<file path="src/rtl/demux_scan_ctrl.sv">
// Serialises one 8-bit word onto a 1:8 demux: a/s/en are valid from the accepting edge (0 cycles); done comes 8*DWELL edges later.
// Backpressure: in_ready is high only in IDLE. Defining DEMUX_SKIP_ZERO_EN makes the scan skip channels whose bit is 0.
module demux_scan_ctrl #(
  parameter int DWELL = 3
) (
  input  logic       clk,
  input  logic       rst_n,
  input  logic       in_valid,
  output logic       in_ready,
  input  logic [7:0] in_data,
  input  logic       abort,
  output logic       a,
  output logic [2:0] s,
  output logic       en,
  output logic       busy,
  output logic       done
);

  typedef enum logic {IDLE, SCAN} state_t;

  localparam logic [7:0] DWELL_LAST = 8'(DWELL - 1);

  state_t     state_q, state_d;
  logic [7:0] shift_q, shift_d;
  logic [7:0] dwell_q, dwell_d;
  logic [2:0] s_q, s_d;
  logic       a_q, a_d;
  logic       en_q, en_d;
  logic       busy_q, busy_d;
  logic       done_q, done_d;

`ifdef DEMUX_SKIP_ZERO_EN
  logic [7:0] above;

  function automatic logic [2:0] lowest_set(input logic [7:0] v);
    lowest_set = 3'd0;
    for (int i = 7; i >= 0; i--) begin
      if (v[i]) lowest_set = 3'(i);
    end
  endfunction
`endif

  assign in_ready = (state_q == IDLE);

  always_comb begin
    state_d = state_q;
    shift_d = shift_q;
    dwell_d = dwell_q;
    s_d     = s_q;
    a_d     = a_q;
    en_d    = en_q;
    busy_d  = busy_q;
    done_d  = 1'b0;
`ifdef DEMUX_SKIP_ZERO_EN
    // Set bits strictly above the channel currently presented.
    above   = shift_q & (8'hFE << s_q);
`endif
    case (state_q)
      IDLE: begin
        if (in_valid) begin
          shift_d = in_data;
          dwell_d = 8'd0;
`ifdef DEMUX_SKIP_ZERO_EN
          if (in_data == 8'd0) begin
            done_d = 1'b1;
          end else begin
            s_d     = lowest_set(in_data);
            a_d     = 1'b1;
            en_d    = 1'b1;
            busy_d  = 1'b1;
            state_d = SCAN;
          end
`else
          s_d     = 3'd0;
          a_d     = in_data[0];
          en_d    = 1'b1;
          busy_d  = 1'b1;
          state_d = SCAN;
`endif
        end
      end
      SCAN: begin
        if (abort) begin
          state_d = IDLE;
          dwell_d = 8'd0;
          s_d     = 3'd0;
          a_d     = 1'b0;
          en_d    = 1'b0;
          busy_d  = 1'b0;
        end else if (dwell_q == DWELL_LAST) begin
          dwell_d = 8'd0;
`ifdef DEMUX_SKIP_ZERO_EN
          if (above != 8'd0) begin
            s_d = lowest_set(above);
            a_d = 1'b1;
          end else begin
`else
          if (s_q != 3'd7) begin
            s_d = s_q + 3'd1;
            a_d = shift_q[s_q + 3'd1];
          end else begin
`endif
            state_d = IDLE;
            s_d     = 3'd0;
            a_d     = 1'b0;
            en_d    = 1'b0;
            busy_d  = 1'b0;
            done_d  = 1'b1;
          end
        end else begin
          dwell_d = dwell_q + 8'd1;
        end
      end
    endcase
  end

  always_ff @(posedge clk or negedge rst_n) begin
    if (!rst_n) begin
      state_q <= IDLE;
      shift_q <= 8'd0;
      dwell_q <= 8'd0;
      s_q     <= 3'd0;
      a_q     <= 1'b0;
      en_q    <= 1'b0;
      busy_q  <= 1'b0;
      done_q  <= 1'b0;
    end else begin
      state_q <= state_d;
      shift_q <= shift_d;
      dwell_q <= dwell_d;
      s_q     <= s_d;
      a_q     <= a_d;
      en_q    <= en_d;
      busy_q  <= busy_d;
      done_q  <= done_d;
    end
  end

  assign a    = a_q;
  assign s    = s_q;
  assign en   = en_q;
  assign busy = busy_q;
  assign done = done_q;

endmodule

</file>
<file path="config.mk">
export PLATFORM = sky130hd
export DESIGN_NAME = demux_scan_ctrl
export DESIGN_NICKNAME = d
export VERILOG_FILES = /design/src/rtl/demux_scan_ctrl.sv
export SDC_FILE = /design/constraint.sdc
export NUM_CORES = 1
export LEC_CHECK = 0
export ABC_AREA = 1
export BUFFER_PORTS_ARGS = -buffer_cell sky130_fd_sc_hd__buf_2
export CAP_MARGIN = 20
export CORE_UTILIZATION = 30
export CTS_CLUSTER_SIZE = 10
export DETAILED_ROUTE_END_ITERATION = 7
export PLACE_DENSITY = 0.46
export SLEW_MARGIN = 40
export SYNTH_ARGS = -nofsm -noshare
export SYNTH_HDL_FRONTEND = slang
export SYNTH_SLANG_ARGS = --single-unit
</file>
<file path="constraint.sdc">
create_clock -name clk -period 1.85 [get_ports clk]
set_input_delay 0.185 -clock clk [delete_from_list [all_inputs] [get_ports clk]]
set_output_delay 0.185 -clock clk [all_outputs]
set_load 0.03 [all_outputs]
</file>
==> results of run 1 <==
==> final timing paths <==
check | to | depth (start not counted)
setup / recovery | a | 7
hold / removal | shift_q[6] | 3
setup reg to reg | a | 7
hold reg to reg | shift_q[5] | 2
max in group asynchronous | dwell_q[5] | 2
min in group asynchronous | shift_q[2] | 2
==> power by group through the flow <==
| stage | Combinational, uW | Clock [uW] | Sequential [uW] |
|---|---|---|---|
| 2_1_floorplan | 510 | 0 | 803 |
| 3_3_place_gp | 709 | 0 | 774 |
| 3_5_place_dp | 718 | 0 | 784 |
| 4_1_cts | 718 | 340 | 776 |
| 5_1_grt | 801 | 354 | 796 |
| 6_report | 700 | 322 | 773 |
==> cell families (layout without fill, tap and decap cells) <==
kind of cell    after synthesis  after routing  synth area share [%]
simple gates                 86             86                  35.1
flops                        23             23                  47.2
fa+ha+maj                     4              4                  4.11
buf+inv                      21             44                  7.39
compound gates               13             13                  6.16
==> synth_stat cells (2+ instances only) <==
cell type,count
inv_2,4
nor2_1,6
o21ai_1,2
ha_1,4
nand4_1,2
nand3_1,11
nor2_2,2
nor3_2,3
dfrtp_1,23
nand2_1,54
nor2_4,2
a21oi_1,4
o21ai_0,3
o31ai_1,2
inv_1,14
==> metrics by stage <==
step / cell area, um^2 / worst slack (ns) / cells
global route: 1420 / 0.291 / 218
detailed placement: 1370 / 0.400 / 213
global placement: 1370 / 0.405 / 213
finish: 1420 / 0.407 / 218
CTS: 1420 / 0.386 / 218
floorplan: 1220 / 0.383 / 147
==> final cells by class <==
cell class | instances | share of cell area, %
clock inverter | 1 | 0.352
clock buffer | 3 | 2.90
multi-input combinational | 103 | 38.9
timing repair buffer | 20 | 7.39
tap | 48 | 4.22
inverter | 20 | 5.80
sequential | 23 | 40.5
==> what timing repair did <==
| item | 4_1_cts | 5_1_grt |
|---|---|---|
| endpoints found under the hold margin | 23 | 0 |
| hold buffers | 1 | 0 |
| resized for setup | 0 | 0 |
| buffers inserted | 0 | 0 |
==> registers in the layout, indices dropped and copies added (netlist names) <==
register  cells
a             1
s             3
busy          1
done          1
state_q       1
shift_q       8
dwell_q       8
==> layer usage <==
metal / share of wire (%) / routed length (um)
met1: 50 / 1280
met2: 45 / 1140
met3: 3.7 / 94
met4: 1.7 / 44
met5: 0 / 0
==> worst max-delay path: stages (launching register included) <==
cell and delay [ns]:
dfrtp_1 0.49, ha_1 0.24, ha_1 0.30, inv_1 0.06
nand3_1 0.07, nand2_1 0.05, nand3_1 0.07, nand2_1 0.05
==> summary.md, run 1 <==
| Metric | Value |
|---|---|
| Site Rows | `22` |
| Placeable Area | `approximately 3800 um^2` |
| Sequential share of power | `43.1%` |
| Setup Crit Path Kind | `flip-flop to flip-flop` |
| Worst EP arrival | `1.61 ns` |
| Die width | `65.7 um` |
| Status | `completed` |
| Least-Margin Pin Slew | `0.527 ns` |
| First-pass GRT wire length | `approximately 4400 um` |
| Clock slew at reported path FFs | `roughly 0.09 ns` |
| DRC | `0` |
| Final hold vios | `0` |
| Met2 Use GR | `20.4%` |
| Footprint of the multi-input gates | `553 um^2` |
| Register area | `roughly 580 um^2` |
| TritonCTS Buffers | `3` |
| CTS HTree Levels | `1` |
| Final setup skew | `0.00618 ns` |
| P_leak | `0.000736 uW` |
| Number of detailed-route iterations in the first pass | `4` |
| IO Port Bufs | `19` |
| Hold_sp | `in_data[6]` |
| Post-Route Utilization | `37.7%` |
| Die Y | `around 66 um` |
| Commonest non-fill, non-tap cell in the layout | `nand2_1` |
| M3 GR Usage | `2.08%` |
| Final Setup Violations | `0` |
| CTS sink cnt | `23` |
| Post-Syn Nets | `between 150 and 200` |
| TritonCTS clock tree | `built` |
| Share of the synthesized area in the top cell type | `47.2%` |
| Worst-path fanout max | `9` |
| Period Utilization, post-route | `78.0%` |
| Crit path time final | `1.44 ns` |
| Worst endpoint required time | `2.02 ns` |
| Slew margin rel. | `64.9%` |
| Routed vias/inst | `4.59` |
| Flop2flop setup slack | `0.41 ns` |
| YS warnings | `0` |
| Share of cells above drive strength 1 | `24.1%` |
| Setup TNS | `0 ns` |
| Share of flip-flops with an asynchronous set or reset | `100%` |
| Fill cells | `385` |
| Most frequent cells in the layout | `54 x nand2_1, 23 x dfrtp_1, 19 x buf_2, 14 x inv_1, 11 x nand3_1` |
| Crit end category | `flip-flop` |
| Die Area | `around 4300 um^2` |
| EDFF count, synth | `0` |
| Fin nets | `~190` |
| Max Clk Rate | `693 MHz` |
| GRT met1 Usage | `18.9%` |
| Slew Limit Fails | `0` |
| Total GRT Usage | `between 10% and 20%` |
| Post-Syn Area | `1220 um^2` |
| #FFs+latches synth | `23` |
| Sw Pwr | `765 uW` |
| Ys flop type | `dfrtp_1` |
| Comb power frac | `~39%` |
| Sequential share of the synthesized area | `47.2%` |
| Clock group share of total power | `18.0%` |
| HP Class | `input pin to flip-flop` |
| Final Power | `~1800 uW` |
| Critical Path Source | `s[0]` |
| CTS max path bufs | `2` |
| Initial antenna violation count | `0` |
| WL final | `2560 um` |
| Hold Slack | `approximately 0.10 ns` |
| GPL Wtd Cong | `0.826` |
| Sw frac | `42.6%` |
| Worst r2r src | `s[0]` |
| Largest net degree at the start of global routing | `24` |
| GR peak layer | `met2` |
| Vias in the first global route | `about 940` |
| RSZ-0062 raised after global routing | `no` |
| Dominant cells by area after synthesis | `dfrtp_1 47%, nand2_1 17%, nand3_1 4.5%` |
| DRT antenna net count | `0` |
| Mean post-synth cell area | `8.29 um^2` |
| Max-cap violations | `0` |
| Starting Density | `~32%` |
| CTS root buf | `clkbuf_8` |
| Distinct cells, synth | `26` |
| Top-Level Pins | `20` |
| PwrDens | `1260 nW/um^2` |
| Grt ovf | `0` |
| DR WL/cell | `about 12 um` |
| Layout area overhead | `16.7%` |
| Via Count | `1,001` |
| Ant diodes | `0` |
| Detailed placer's ending HPWL | `1940 um` |
| Yosys top cell by area | `dfrtp_1` |
| Crit path launch type | `flip-flop` |
| Initial DRC count | `39` |
| Maximum vdd drop | `0.433 mV` |
| Power Internal | `just over 1000 uW` |
| Syn Inst Count | `147` |
| Clk Latency, worst-skew pair | `0.27 ns` |
Note: power is estimated with default switching activity, not from simulation.
==> inputs of run 2 (changes only) <==
==> constraint.sdc (replaced) <==
create_clock -name clk -period 1.45 [get_ports clk]
set_input_delay 0.145 -clock clk [delete_from_list [all_inputs] [get_ports clk]]
set_output_delay 0.145 -clock clk [all_outputs]
set_load 0.03 [all_outputs]
==> run 2 against run 1 <==
  * Maximum frequency up 6.7%
  * Non-clock buffer count up 4
  * Final cell count up 1.8%
  * Utilization up 1.1 points
  * Routed wire length down 4.1%
  * Power up 31%
  * Combinational power up 39%
  * Register-to-register slack worse by 0.31 ns
==> summary.md, run 2 (synthesis results as in run 1) <==
| Metric | Value |
|---|---|
| Status | `completed` |
| TritonCTS Buffers | `3` |
| CTS HTree Levels | `1` |
| Final Setup Violations | `0` |
| Die Area | `around 4300 um^2` |
| Clk Latency, worst-skew pair | `0.26 ns` |
| Least-Margin Pin Slew | `0.509 ns` |
| RSZ-0062 raised after global routing | `no` |
| Final hold vios | `0` |
| Period Utilization, post-route | `93.3%` |
| Sw Pwr | `985 uW` |
| IO Port Bufs | `19` |
| Via Count | `approximately 1,000` |
| Most frequent cells in the layout | `54 x nand2_1, 22 x dfrtp_1, 19 x buf_2, 13 x inv_1, 11 x nand3_1` |
| Grt ovf | `0` |
| Crit path max-delay family | `flip-flops` |
| Layout area overhead | `20.0%` |
| DR WL/cell | `11.1 um` |
| Clock group share of total power | `roughly 17%` |
| Critical-path cell list | `inv_2 > ha_1 > nand2_1 > nor2_2 > nand2_2 > buf_4 > o31ai_1` |
| HP Class | `input pin to flip-flop` |
| Worst EP arrival | `1.52 ns` |
| Maximum vdd drop | `0.589 mV` |
| Worst-path fanout max | `3` |
| Initial antenna violation count | `0` |
| Fill cells | `around 390` |
| Total GRT Usage | `13.5%` |
| CTS max path bufs | `2` |
| TritonCTS clock tree | `built` |
| Share of cells above drive strength 1 | `28.2%` |
| Reg2reg path depth | `7` |
| Hold_sp | `in_data[1]` |
| Top-Level Pins | `20` |
| Placed cell area | `1380 um^2` |
| Detailed placer's ending HPWL | `1890 um` |
| Final setup skew | `approximately 0.0030 ns` |
| CP bufs+invs | `2` |
| Largest net degree at the start of global routing | `24` |
| Crit path time final | `1.35 ns` |
| Crit end category | `flip-flop` |
| Fin nets | `around 190` |
| Worst endpoint required time | `1.62 ns` |
| Final Power | `2350 uW` |
| Sw frac | `between 40% and 50%` |
| CTS sink cnt | `23` |
| Starting Density | `32.3%` |
| Comb power frac | `41.4%` |
| Max Clk Rate | `739 MHz` |
| WL final | `between 2000 and 2500 um` |
| Slew margin rel. | `66.0%` |
| Crit path launch type | `flip-flop` |
| Die width | `65.7 um` |
| P_leak | `0.000757 uW` |
| DRT antenna net count | `0` |
| Worst r2r src | `dwell_q[0]` |
| Max incr delay on CP | `0.42 ns` |
| Initial DRC count | `51` |
| Power Internal | `between 1000 and 1500 uW` |
| Routed vias/inst | `between 4 and 5` |
| GPL Wtd Cong | `0.866` |
| Flop2flop setup slack | `0.1 ns` |
| Setup Crit Path Kind | `flip-flop to flip-flop` |
| Setup TNS | `0 ns` |
| Die Y | `65.7 um` |
| Reg-to-Reg End | `s[2]` |
| Slew Limit Fails | `0` |
| CTS root buf | `clkbuf_8` |
| PwrDens | `approximately 1600 nW/um^2` |
| Hold EP | `shift_q[1]` |
| Max-cap violations | `0` |
| Ant diodes | `0` |
| Sequential share of power | `around two fifths` |
| DRC | `0` |
| Number of detailed-route iterations in the first pass | `4` |
| Placeable Area | `~3800 um^2` |
| Commonest non-fill, non-tap cell in the layout | `nand2_1` |
| Site Rows | `22` |
| Post-route cell area | `1460 um^2` |
| First-pass GRT wire length | `roughly 4400 um` |
| WHS Path Cells | `3` |
| Critical-path top delay cell | `dfrtp_1` |
| Vias in the first global route | `957` |
| Clock slew at reported path FFs | `approximately 0.09 ns` |
run 2: cell count changes in the layout (fill, tap and decap cells not counted):
cell	delta
buf_4	+4
dfrtp_1	-1
dfrtp_2	+1
inv_1	-1
inv_2	+1
o21ai_1	-1
o21ai_2	+1
o31ai_1	-1
o31ai_2	+1
run 2: final cells by class:
| class | instances | area [um^2] | area share (%) |
|---|---|---|---|
| clock buffers | 3 | 41.3 | 2.82 |
| clock inverters | 1 | 5.00 | 0.342 |
| inverters | 20 | 82.6 | 5.65 |
| multi-input cells | 103 | 562 | 38.4 |
| flip-flops and latches | 23 | 577 | 39.4 |
| well taps | 48 | 60.1 | 4.11 |
| repair buffers | 24 | 135 | 9.24 |
run 2: worst max path at each step:
stage	end	startpoint	slack, ns	cells after the start
after floorplan	a	s[0]	0.07	7
after global placement	busy	dwell_q[0]	0.1	9
after detailed placement	a	dwell_q[0]	0.06	9
after CTS	a	dwell_q[0]	0.05	9
after global routing	s[2]	dwell_q[0]	0.005	7
final	s[2]	dwell_q[0]	0.1	7
run 2: metal layers:
| metal | up-vias | part of all wire, % | global-route usage (%) |
|---|---|---|---|
| met3 | 2 | 3.5 | 2.08 |
| met5 | - | 0 | 0 |
| li1 | 517 | - | - |
| met1 | 465 | 53 | 18.9 |
| met4 | 0 | 0.94 | 4.89 |
| met2 | 17 | 43 | 20.8 |
run 2: metrics by stage:
stage	utilization, %	hold slack, ns	worst slack [ns]	instances
floorplan	-	-0.151	0.0669	147
global placement	36.7	0.160	0.0953	215
detailed placement	36.7	0.154	0.0635	215
CTS	38.2	0.0725	0.0518	220
global route	38.8	0.0751	0.00518	222
finish	38.8	0.0776	0.0974	222
run 2: what timing repair did:
| item | 4_1_cts | 5_1_grt |
|---|---|---|
| resized for setup | 0 | 3 |
| hold buffers | 1 | 0 |
| setup endpoints to repair | 0 | 9 |
| endpoints found under the hold margin | 23 | 0 |
| setup buffers | 0 | 2 |
run 2: power by group through the flow:
stage	combinational (uW)	sequential, uW	clock [uW]
global route	1110	1000	444
detailed placement	937	977	0
floorplan	651	1030	0
CTS	940	969	419
finish	970	972	403
global placement	932	975	0
run 2: worst register-to-register path: stages, from the launching register on:
cell and delay (ns):
dfrtp_1 0.42, inv_2 0.08, ha_1 0.14, nand2_1 0.06, nor2_2 0.11, nand2_2 0.08
buf_4 0.15, o31ai_1 0.24
==> inputs of run 3 (changes only) <==
--- a/config.mk
+++ b/config.mk
@@ -12,6 +12,7 @@
 export CTS_CLUSTER_SIZE = 10
 export DETAILED_ROUTE_END_ITERATION = 7
 export PLACE_DENSITY = 0.46
+export REMOVE_ABC_BUFFERS = 1
 export SLEW_MARGIN = 40
 export SYNTH_ARGS = -nofsm -noshare
 export SYNTH_HDL_FRONTEND = slang
==> constraint.sdc (replaced) <==
create_clock -name clk -period 1.3 [get_ports clk]
set_input_delay 0.13 -clock clk [delete_from_list [all_inputs] [get_ports clk]]
set_output_delay 0.13 -clock clk [all_outputs]
set_load 0.03 [all_outputs]
==> run 3 against run 2 <==
  * The flow now finishes with violations (negative setup slack)
  * Critical path type unchanged
  * Clock power up 16%
  * Design area up 15%
  * Final cell count up 5.9%
  * Critical path depth up 2
  * Routed wire length up 16%
  * Largest power group is now combinational cells
  * Combinational power up 53%
  * Count of clock-buffer cells in the layout unchanged
  * Worst setup slack worse by 0.11 ns
==> summary.md, run 3 (synthesis results as in run 1) <==
| Metric | Value |
|---|---|
| Worst EP arrival | `1.49 ns` |
| Most frequent cells in the layout | `51 x nand2_1, 23 x dfrtp_1, 19 x buf_2, 14 x buf_4, 12 x inv_1` |
| IO Port Bufs | `19` |
| WHS Path Cells | `3` |
| Vias in the first global route | `1,093` |
| Fin nets | `a little over 200` |
| Top-Level Pins | `20` |
| Period Utilization, post-route | `101%` |
| Post-route cell area | `between 1500 and 2000 um^2` |
| Detailed placer's ending HPWL | `2070 um` |
| Commonest non-fill, non-tap cell in the layout | `nand2_1` |
| Routed wl met2 | `between 1000 and 1500 um` |
| Slew margin rel. | `63.6%` |
| Reg2reg path depth | `9` |
| Setup TNS | `-0.0142 ns` |
| Failing checks | `negative setup slack` |
| Starting Density | `32.3%` |
| TritonCTS clock tree | `built` |
| Max Clk Rate | `761 MHz` |
| Slew Limit Fails | `0` |
| Crit path launch type | `flip-flop` |
| First-pass GRT wire length | `4840 um` |
| Worst-path fanout max | `5` |
| Placeable Area | `3770 um^2` |
| CTS max path bufs | `2` |
| Initial antenna violation count | `0` |
| Largest net degree at the start of global routing | `24` |
| CTS sink cnt | `23` |
| Fill cells | `399` |
| Met1 WL | `1430 um` |
| GPL Wtd Cong | `0.828` |
| Final WS setup | `-0.0142 ns` |
| DR top layer | `met4` |
| Status | `finished with violations` |
| Max-cap violations | `0` |
| Placed cell area | `1450 um^2` |
| CTS root buf | `clkbuf_8` |
| Initial DRC count | `29` |
| Routed vias/inst | `between 4 and 5` |
| Hold Slack | `0.0516 ns` |
| Final hold vios | `0` |
| Share of cells above drive strength 1 | `approximately 40%` |
| TritonCTS Buffers | `3` |
| Die Y | `about 66 um` |
| HP Class | `input pin to flip-flop` |
| P_leak | `0.000822 uW` |
| WL met3 | `77 um` |
| Crit end category | `flip-flop` |
| DRT antenna net count | `0` |
| Number of detailed-route iterations in the first pass | `4` |
| Layout area overhead | `37.6%` |
| DRC | `0` |
| DR WL/cell | `~12 um` |
| Setup Crit Path Kind | `flip-flop to flip-flop` |
| Crit path time final | `1.31 ns` |
| WL final | `roughly 2800 um` |
| Least-Margin Pin Slew | `0.546 ns` |
| Via Count | `about 1,100` |
| Clock slew at reported path FFs | `roughly 0.090 ns` |
| Die width | `approximately 66 um` |
| Setup Slack @ Placement | `-0.0454 ns` |
| PwrDens | `1810 nW/um^2` |
| Die Area | `4320 um^2` |
| Ant diodes | `0` |
| Post-Route Utilization | `44.5%` |
| Final setup skew | `0.0101 ns` |
| Final Setup Violations | `1` |
| Clk Latency, worst-skew pair | `0.27 ns` |
| Total GRT Usage | `roughly 15%` |
| Maximum vdd drop | `0.544 mV` |
| CTS HTree Levels | `1` |
| RSZ-0062 raised after global routing | `yes` |
| Worst endpoint required time | `1.47 ns` |
| Site Rows | `22` |
| Grt ovf | `0` |
[run 3: changes by cell type in the layout (fill, tap and decap cells not counted), sizes merged]
cell and change:
clkinvlp +1, nand2 +1, clkinv -1, buf +12
[run 3: critical path, cell delays in order (launching register included)]
cell and delay [ns]:
dfrtp_1 0.40, inv_2 0.08, ha_4 0.12, nand2_2 0.05, nor2_4 0.13, nand2_4 0.09, nand2_8 0.10, nand2_8 0.07
a21oi_2 0.13, nand2_1 0.06
[run 3: metal layers]
layer  track usage [%]  vias to the layer above
li1                  -                      547
met1              19.8                      524
met2              23.1                       19
met3              2.60                        4
met4              5.98                        0
met5                 0                        -
[run 3: layout make-up]
type	count	area [um^2]	share of cell area, %
Multi-Input combinational cell	104	677	40.4
Sequential cell	23	576	34.3
Timing Repair Buffer	36	233	13.9
Inverter	20	82.6	4.93
Tap cell	48	60.1	3.58
Clock buffer	3	41.3	2.46
Clock inverter	1	7.51	0.448
[run 3: metrics by stage]
step	std cells	power (uW)
2_1_floorplan	146	1850
3_3_place_gp	224	2240
3_5_place_dp	224	2260
4_1_cts	230	2780
5_1_grt	235	3270
6_report	235	3030
[run 3: worst paths after layout]
path	from	endpoint	slack [ns]
setup / recovery	dwell_q[0]	a	-0.01
setup reg to reg	dwell_q[0]	a	-0.01
hold / removal	in_data[4]	shift_q[4]	0.05
hold reg to reg	shift_q[3]	shift_q[3]	0.49
max in group asynchronous	rst_n	dwell_q[5]	0.56
min in group asynchronous	rst_n	s[2]	0.36
[run 3: report_power, final]
group,internal [uW],switching [uW],leakage (uW)
sequential,923,155,0.000300
clock,217,252,0.0000217
combinational,597,887,0.000499
[run 3: what timing repair did]
action	in CTS	in global routing
endpoints found under the hold margin	23	0
hold buffers	1	0
setup endpoints to repair	7	15
buffers inserted	1	4
pin swaps	3	10
gates resized for setup	6	21
gates cloned	0	1
